**src/rtl/pc_seq.sv**
```systemverilog
// pc_seq: multi-phase PC sequencer; jump/ertn/step commit at the last phase, a trap lands on the next edge.
// Latency: one instruction per NUM_PHASES cycles; stall freezes phase and PC while requests are still captured.
module pc_seq #(
  parameter int                   ADD_WIDTH  = 32,
  parameter logic [ADD_WIDTH-1:0] RESET_VEC  = 32'h1c000000,
  parameter logic [ADD_WIDTH-1:0] TRAP_VEC   = 32'h1c000100,
  parameter int                   STEP       = 4,
  parameter int                   NUM_PHASES = 5,
  parameter int                   ALIGN_BITS = 2,
  localparam int                  PH_W       = (NUM_PHASES > 1) ? $clog2(NUM_PHASES) : 1
) (
  input  logic                 clk,
  input  logic                 rstn,
  input  logic                 stall,
  input  logic                 jump_en,
  input  logic [ADD_WIDTH-1:0] jump_target,
  input  logic                 trap_en,
  input  logic                 ertn_en,
  output logic [ADD_WIDTH-1:0] pc_out,
  output logic [PH_W-1:0]      phase,
  output logic                 instr_done,
  output logic [ADD_WIDTH-1:0] era_out,
  output logic                 misalign_err
);

  localparam logic [PH_W-1:0]      LAST_PH    = PH_W'(NUM_PHASES - 1);
  localparam logic [ADD_WIDTH-1:0] STEP_V     = ADD_WIDTH'(STEP);
  localparam logic [ADD_WIDTH-1:0] ALIGN_MASK = ADD_WIDTH'((64'd1 << ALIGN_BITS) - 64'd1);

  logic                 jmp_pend, jmp_pend_nxt;
  logic                 ert_pend, ert_pend_nxt;
  logic [ADD_WIDTH-1:0] jmp_tgt, jmp_tgt_nxt;
  logic [ADD_WIDTH-1:0] pc_nxt, era_nxt;
  logic [PH_W-1:0]      phase_nxt;
  logic                 mis_nxt;

  logic                 boundary;
  logic                 eff_ert;
  logic                 eff_jmp;
  logic [ADD_WIDTH-1:0] eff_tgt;
  logic                 tgt_misaligned;

  // A request raised in the boundary cycle itself is the newest one, so it beats the stored target.
  assign boundary       = (phase == LAST_PH) && !stall && !trap_en;
  assign eff_ert        = ert_pend | ertn_en;
  assign eff_jmp        = jmp_pend | jump_en;
  assign eff_tgt        = jump_en ? jump_target : jmp_tgt;
  assign tgt_misaligned = (eff_tgt & ALIGN_MASK) != '0;
  assign instr_done     = boundary;

  always_comb begin
    phase_nxt    = phase;
    pc_nxt       = pc_out;
    era_nxt      = era_out;
    jmp_pend_nxt = jmp_pend;
    jmp_tgt_nxt  = jmp_tgt;
    ert_pend_nxt = ert_pend;
    mis_nxt      = 1'b0;

    if (jump_en) begin
      jmp_pend_nxt = 1'b1;
      jmp_tgt_nxt  = jump_target;
    end
    if (ertn_en) begin
      ert_pend_nxt = 1'b1;
    end

    if (trap_en) begin
      pc_nxt       = TRAP_VEC;
      era_nxt      = pc_out;
      phase_nxt    = '0;
      jmp_pend_nxt = 1'b0;
      ert_pend_nxt = 1'b0;
    end else if (boundary) begin
      phase_nxt    = '0;
      jmp_pend_nxt = 1'b0;
      ert_pend_nxt = 1'b0;
      if (eff_ert) begin
        pc_nxt = era_out;
      end else if (eff_jmp && !tgt_misaligned) begin
        pc_nxt = eff_tgt;
      end else if (eff_jmp) begin
        // Misaligned target is handled as a trap, with a flag so software can tell the two apart.
        pc_nxt  = TRAP_VEC;
        era_nxt = pc_out;
        mis_nxt = 1'b1;
      end else begin
        pc_nxt = pc_out + STEP_V;
      end
    end else if (!stall) begin
      phase_nxt = phase + 1'b1;
    end
  end

  always_ff @(posedge clk or negedge rstn) begin
    if (!rstn) begin
      pc_out       <= RESET_VEC;
      phase        <= '0;
      era_out      <= '0;
      misalign_err <= 1'b0;
      jmp_pend     <= 1'b0;
      jmp_tgt      <= '0;
      ert_pend     <= 1'b0;
    end else begin
      pc_out       <= pc_nxt;
      phase        <= phase_nxt;
      era_out      <= era_nxt;
      misalign_err <= mis_nxt;
      jmp_pend     <= jmp_pend_nxt;
      jmp_tgt      <= jmp_tgt_nxt;
      ert_pend     <= ert_pend_nxt;
    end
  end

endmodule

```
**config.mk**
```make
export PLATFORM = sky130hd
export DESIGN_NAME = pc_seq
export DESIGN_NICKNAME = d
export VERILOG_FILES = /design/src/rtl/pc_seq.sv
export SDC_FILE = /design/constraint.sdc
export NUM_CORES = 1
export LEC_CHECK = 0
export ABC_AREA = 1
export CORE_MARGIN = 8
export CORE_UTILIZATION = 52
export CTS_CLUSTER_SIZE = 40
export DETAILED_ROUTE_END_ITERATION = 8
export MAX_ROUTING_LAYER = met4
export PLACE_DENSITY = 0.79
export SLEW_MARGIN = 5
export SYNTH_ARGS = -nofsm -noshare
export SYNTH_HDL_FRONTEND = slang
export SYNTH_SLANG_ARGS = --single-unit
```
**constraint.sdc**
```tcl
create_clock -name clk -period 2 [get_ports clk]
set_input_delay 0.4 -clock clk [delete_from_list [all_inputs] [get_ports clk]]
set_output_delay 0.4 -clock clk [all_outputs]
set_load 0.02 [all_outputs]
```
==> impl_metrics.csv, run 1 <==
group,metric,value,unit
synthesis,syn-num-nets,771,
cts,clk_latency,0.37,ns
die,die-area,13900,sq um
sta,setup-tns-final,0,ns
synthesis,ys_top_cells_by_area,"dfrtp_1, nand2_1, a21oi_1",
critical_path,critPathKind,"reg2out",
die,start_util,53.0,%
outcome,status,"finished clean",
global_route,grt_pass1_wl,26000,um
synthesis,synth.largest_area_cell,"dfrtp_1",
pwr,p_seq_share,51.4,%
synthesis,seq_area_frac_synth,47.3,%
pwr,p_clk_share,35.3,%
critical_path,reg2reg_to,"era_out[31]",
global_route,grt_overflow,0,
die,die_height,118,um
critical_path,critical_path.max_fanout,7,
pwr,ir_drop,0.432,mV
synthesis,yosysTopAreaCellShare,45.9,%
synthesis,synth_edf_count,0,
sta,slew-limit-headroom,63.4,%
cts,cts_sinks,102,
synthesis,synthFlopType,"dfrtp_1",
critical_path,worst-path-buf-inv,1,
synthesis,synthCells,730,
route,drt-total-wl,15800,um
pwr,p_per_area,596,nW/um^2
pwr,power_switching,1.08,mW
route,drtIter0Drc,356,
cells_and_area,drive_above_1_share,10.3,%
critical_path,critPathMaxStageDelay,0.67,ns
critical_path,worstRegToRegCells,9,
cells_and_area,nets,894,
synthesis,yosys_warnings,0,
critical_path,critPathLaunch,"pc_out[22]",
cells_and_area,seq_area,2560,sq um
cts,root_buffer,"clkbuf_8",
critical_path,rrSetupSlack,0.33,ns
global_route,grt_start_max_net_pins,103,
critical_path,reg2reg_from,"phase[0]",
critical_path,critPathArrivalTime,1.55,ns
route,wl_per_cell,15.9,um
route,route.detailed.drc,0,
global_route,grt_util_all_layers,23.5,%
critical_path,cp-end-kind,"primary output",
sta,period_share,97.7,%
cells_and_area,fin_area,7110,sq um
cells_and_area,n_antenna_cell,0,
synthesis,synth_area_per_cell,7.40,sq um
min_path,hold_class,"in2async",
sta,skew,0.0131,ns
synthesis,synth_area,5400,sq um
critical_path,crit_required,1.60,ns
sta,setup_viol,0,
cts,path_clk_slew,0.10,ns
die,die_w,118,um
cells_and_area,fillers,876,
cells_and_area,area_growth,31.6,%
sta,finalCriticalPeriod,1.95,ns
die,core,10200,sq um
route,drt_first_pass_iters,5,
critical_path,path_cells,"clkdlybuf4s50_1",
die,row_count,37,
pwr,p_comb_share,13.3,%
cells_and_area,final_common_cell,"nand2_1",
cts,post-cts-setup-buffer-count,0,
route,vias_per_cell,5.24,
cts,clock_path_buffers,2,
placed_design,port_buffers,106,
cts,htree_levels,3,
placed_design,place_congestion,0.900,
pwr,internal-power,3.16,mW
sta,drv_slew,0,
critical_path,slowest_stage,"clkdlybuf4s50_1",
pwr,p_leak,3.26,nW
placed_design,dp_hpwl,12000,um
global_route,antenna_found_initial,0,
critical_path,cp_top_family,"buffers and inverters",
route,ant_nets,0,
route,via_count,5205,
placed_design,dpl_cell_area,6880,sq um
synthesis,async_flop_share,100,%
die,pin_count,107,
cells_and_area,most-common-layout-cells,"nand2_1, clkdlybuf4s50_1, dfrtp_1",
critical_path,critPathLaunchType,"flop",
synthesis,ys_ff_latch,102,
job,max_cap_violations,0,
sta,max_freq,0.512,GHz
global_route,first_global_vias,5220,
sta,tightest_slew,0.548,ns
synthesis,synthDistinctLibCells,35,
cells_and_area,multi_input_area,2420,sq um
cts,cts_buffers,9,
sta,hold_violations,0,
cts,cts_tree,"done",
pwr,swShare,25.5,%
sta,rsz0062_at_grt,"no",
-- layer usage --
layer / part of all wire, % / global-route usage (%) / vias to the layer above
met4: 1.0 / 7.69 / 0
met3: 5.2 / 3.41 / 14
met1: 44 / 28.7 / 2462
met5: 0 / - / -
li1: - / - / 2560
met2: 50 / 39.4 / 169
-- power groups by stage --
stage               Combinational, mW  Clock [mW]  Sequential (mW)
floorplan                       0.250           0             2.23
global placement                0.552           0             2.21
detailed placement              0.566           0             2.22
CTS                             0.569        1.51             2.18
global route                    0.622        1.59             2.18
finish                          0.564        1.50             2.18
-- synth_stat cells (4+ instances only) --
cell      count
o21ai_1      31
nor2_2        8
buf_2         9
a21oi_1      60
inv_1        67
dfrtp_1      99
or2_1         4
inv_2         9
nand2_1     256
nor2_1       60
o21ai_0      12
nor2_4        5
clkbuf_1     12
nand3_1      53
mux2i_1      12
-- area by class of cell --
cell class	count	share of cell area [%]
flip-flops and latches	102	36.0
well taps	136	2.39
multi-input cells	524	34.0
clock inverters	5	1.14
inverters	77	4.07
repair buffers	139	20.3
clock buffers	11	2.13
-- flip-flops by register name, indices dropped and copies added, names as in the netlist --
register and flops:
phase 3, jmp_tgt 32, jmp_pend 1, misalign_err 1, pc_out 32, era_out 32
ert_pend 1
-- cells by family (layout without fill, tap and decap cells) --
kind of cell,Yosys count,count (layout),share of synthesized area (%)
compound gates,109,109,10.4
buf+inv,104,232,7.92
xor+xnor,1,1,0.162
fa+ha+maj,3,3,0.695
mux,12,12,2.22
simple gates,399,399,31.3
flops,102,102,47.3
-- through the flow --
| step | utilization [%] | setup WS (ns) | hold slack, ns | std cells | power (mW) |
|---|---|---|---|---|---|
| after floorplan | - | 0.282 | 0.104 | 730 | 2.48 |
| after global placement | 67.5 | -0.109 | 0.457 | 978 | 2.76 |
| after detailed placement | 67.5 | -0.140 | 0.460 | 978 | 2.78 |
| after CTS | 69.8 | 0.00565 | 0.104 | 994 | 4.26 |
| after global routing | 69.8 | 0.00992 | 0.116 | 994 | 4.40 |
| final | 69.8 | 0.0450 | 0.0705 | 994 | 4.24 |
-- how the worst max path moves through the flow --
stage | slack (ns) | to | cells after the start
2_1_floorplan | 0.28 | pc_out[4] | 9
3_3_place_gp | -0.11 | instr_done | 5
3_5_place_dp | -0.14 | instr_done | 5
4_1_cts | 0.006 | pc_out[28] | 1
5_1_grt | 0.01 | pc_out[22] | 1
6_report | 0.05 | pc_out[22] | 1
-- repair_timing --
item | CTS | global route
endpoints found under the setup margin | 3 | 6
hold endpoints to repair | 0 | 0
gates resized for setup | 5 | 6
hold buffers | 0 | 0
(Power assumes the default switching activity.)
==> run 2, diff against run 1 <==
--- a/config.mk
+++ b/config.mk
@@ -7,11 +7,12 @@
 export LEC_CHECK = 0
 export ABC_AREA = 1
 export CORE_MARGIN = 8
-export CORE_UTILIZATION = 52
+export CORE_UTILIZATION = 58
+export CTS_BUF_LIST = sky130_fd_sc_hd__clkbuf_8
 export CTS_CLUSTER_SIZE = 40
 export DETAILED_ROUTE_END_ITERATION = 8
 export MAX_ROUTING_LAYER = met4
-export PLACE_DENSITY = 0.79
+export PLACE_DENSITY = 0.87
 export SLEW_MARGIN = 5
 export SYNTH_ARGS = -nofsm -noshare
 export SYNTH_HDL_FRONTEND = slang
==> constraint.sdc (replaced) <==
create_clock -name clk -period 2.35 [get_ports clk]
set_input_delay 0.47 -clock clk [delete_from_list [all_inputs] [get_ports clk]]
set_output_delay 0.47 -clock clk [all_outputs]
set_load 0.02 [all_outputs]
==> impl_metrics.csv, run 2 (same netlist as run 1, synthesis figures left out) <==
group,metric,value,unit
critical_path,cp-end-kind,"primary output",
die,die_height,112,um
placed_design,dp_hpwl,12300,um
route,wl_per_cell,16.9,um
die,core,9150,sq um
pwr,p_leak,3.15,nW
critical_path,critPathKind,"reg2out",
cts,cts_buffers,9,
cells_and_area,area_growth,27.4,%
cts,cts_sinks,102,
sta,slew-limit-headroom,73.1,%
sta,hold_ws,0.484,ns
placed_design,place_ws,0.0439,ns
global_route,antenna_found_initial,0,
cts,path_clk_slew,0.11,ns
sta,worst_slack,0.238,ns
cells_and_area,nets,881,
cells_and_area,final_core_util,75.1,%
global_route,first_global_vias,5271,
sta,period_share,89.9,%
pwr,p_seq_share,54.9,%
pwr,power,3.38,mW
job,max_cap_violations,0,
sta,max_freq,0.473,GHz
global_route,grt_util_all_layers,26.7,%
route,drt-total-wl,16100,um
cts,cts_tree,"done",
cts,htree_levels,3,
critical_path,critPathLaunch,"phase[0]",
die,die-area,12700,sq um
cells_and_area,stdcell_count,956,
placed_design,port_buffers,106,
pwr,internal-power,2.41,mW
critical_path,endpoint,"instr_done",
critical_path,reg2reg_to,"pc_out[14]",
die,pin_count,107,
pwr,p_comb_share,13.7,%
sta,skew,0.0172,ns
cells_and_area,fin_area,6880,sq um
critical_path,worstRegToRegCells,10,
critical_path,rrSetupSlack,0.52,ns
global_route,grt_overflow,0,
placed_design,place_congestion,0.939,
pwr,p_clk_share,31.4,%
die,start_util,59.0,%
route,route.detailed.drc,0,
placed_design,dpl_cell_area,6690,sq um
global_route,grt_pass1_wl,26000,um
sta,tightest_slew,0.404,ns
cells_and_area,most-common-layout-cells,"nand2_1, clkdlybuf4s50_1, dfrtp_1",
critical_path,critPathLaunchType,"flop",
cells_and_area,largestRegisters,"era_out (32), jmp_tgt (32), pc_out (32)",
cells_and_area,n_antenna_cell,0,
critical_path,critical_path.max_fanout,3,
placed_design,dp_cells,939,
route,drt_first_pass_iters,6,
die,die_w,112,um
critical_path,crit_required,1.88,ns
cts,clk_latency,0.38,ns
sta,rsz0062_at_grt,"no",
cts,root_buffer,"clkbuf_8",
sta,setup-tns-final,0,ns
pwr,power_switching,0.969,mW
pwr,p_per_area,491,nW/um^2
pwr,ir_drop,0.342,mV
cells_and_area,drive_above_1_share,8.28,%
route,vias_per_cell,5.45,
sta,hold_violations,0,
outcome,status,"finished clean",
route,via_count,5212,
cts,post-cts-setup-buffer-count,0,
route,ant_nets,0,
die,row_count,35,
cells_and_area,final_common_cell,"nand2_1",
sta,setup_viol,0,
critical_path,reg2reg_from,"pc_out[2]",
route,drtIter0Drc,459,
sta,finalCriticalPeriod,2.11,ns
sta,drv_slew,0,
pwr,swShare,28.7,%
critical_path,critPathArrivalTime,1.64,ns
cts,clock_path_buffers,2,
global_route,grt_start_max_net_pins,55,
min_path,hold_class,"reg2reg",
-- run 2: cell types whose count changed in the layout (fill, tap and decap cells not counted), sizes merged, moves of 2 or more --
cell	change
clkbuf	-2
bufinv	-2
clkinv	+2
dlymetal6s2s	-2
inv	+3
buf	-15
clkdlybuf4s50	+4
-- run 2: power groups by stage --
stage | sequential (mW) | combinational [mW] | clock, mW
floorplan | 1.90 | 0.212 | 0
global placement | 1.88 | 0.443 | 0
detailed placement | 1.89 | 0.459 | 0
CTS | 1.85 | 0.463 | 1.08
global route | 1.86 | 0.506 | 1.14
finish | 1.85 | 0.464 | 1.06
-- run 2: timing repair --
action	4_1_cts	5_1_grt
hold buffers	1	0
gates resized for setup	1	0
endpoints found under the hold margin	15	0
setup endpoints to repair	1	0
-- run 2: worst min path at each step --
stage                startpoint           end  slack, ns  cells after the start
global placement           rstn   jmp_tgt[29]       0.36                      1
global route        jmp_tgt[23]   jmp_tgt[23]       0.51                      2
detailed placement         rstn  misalign_err       0.37                      1
floorplan                  rstn    era_out[0]       0.17                      0
finish               jmp_tgt[6]    jmp_tgt[6]       0.48                      2
CTS                 jmp_tgt[22]   jmp_tgt[22]       0.49                      2
-- run 2: layout make-up --
class	count	area [sq um]
Multi-Input combinational cell	524	2420
Sequential cell	102	2560
Timing Repair Buffer	126	1300
Clock inverter	7	56.3
Clock buffer	9	124
Tap cell	111	139
Fill cell	700	2270
Inverter	77	289
-- run 2: critical path, stage by stage (launching register included) --
cell and delay, ns:
dfrtp_1 0.42, inv_1 0.11, ha_1 0.15, nand3_1 0.10, nor2_2 0.12, dlygate4sd2_1 0.36
-- run 2: metal layers --
metal  track usage (%)  up-vias  part of all wire, %
met5                 -        -                    0
met2              43.3      207                   48
li1                  -     2531                    -
met4              12.9        0                  3.6
met3              5.58       39                  6.5
met1              31.2     2435                   42
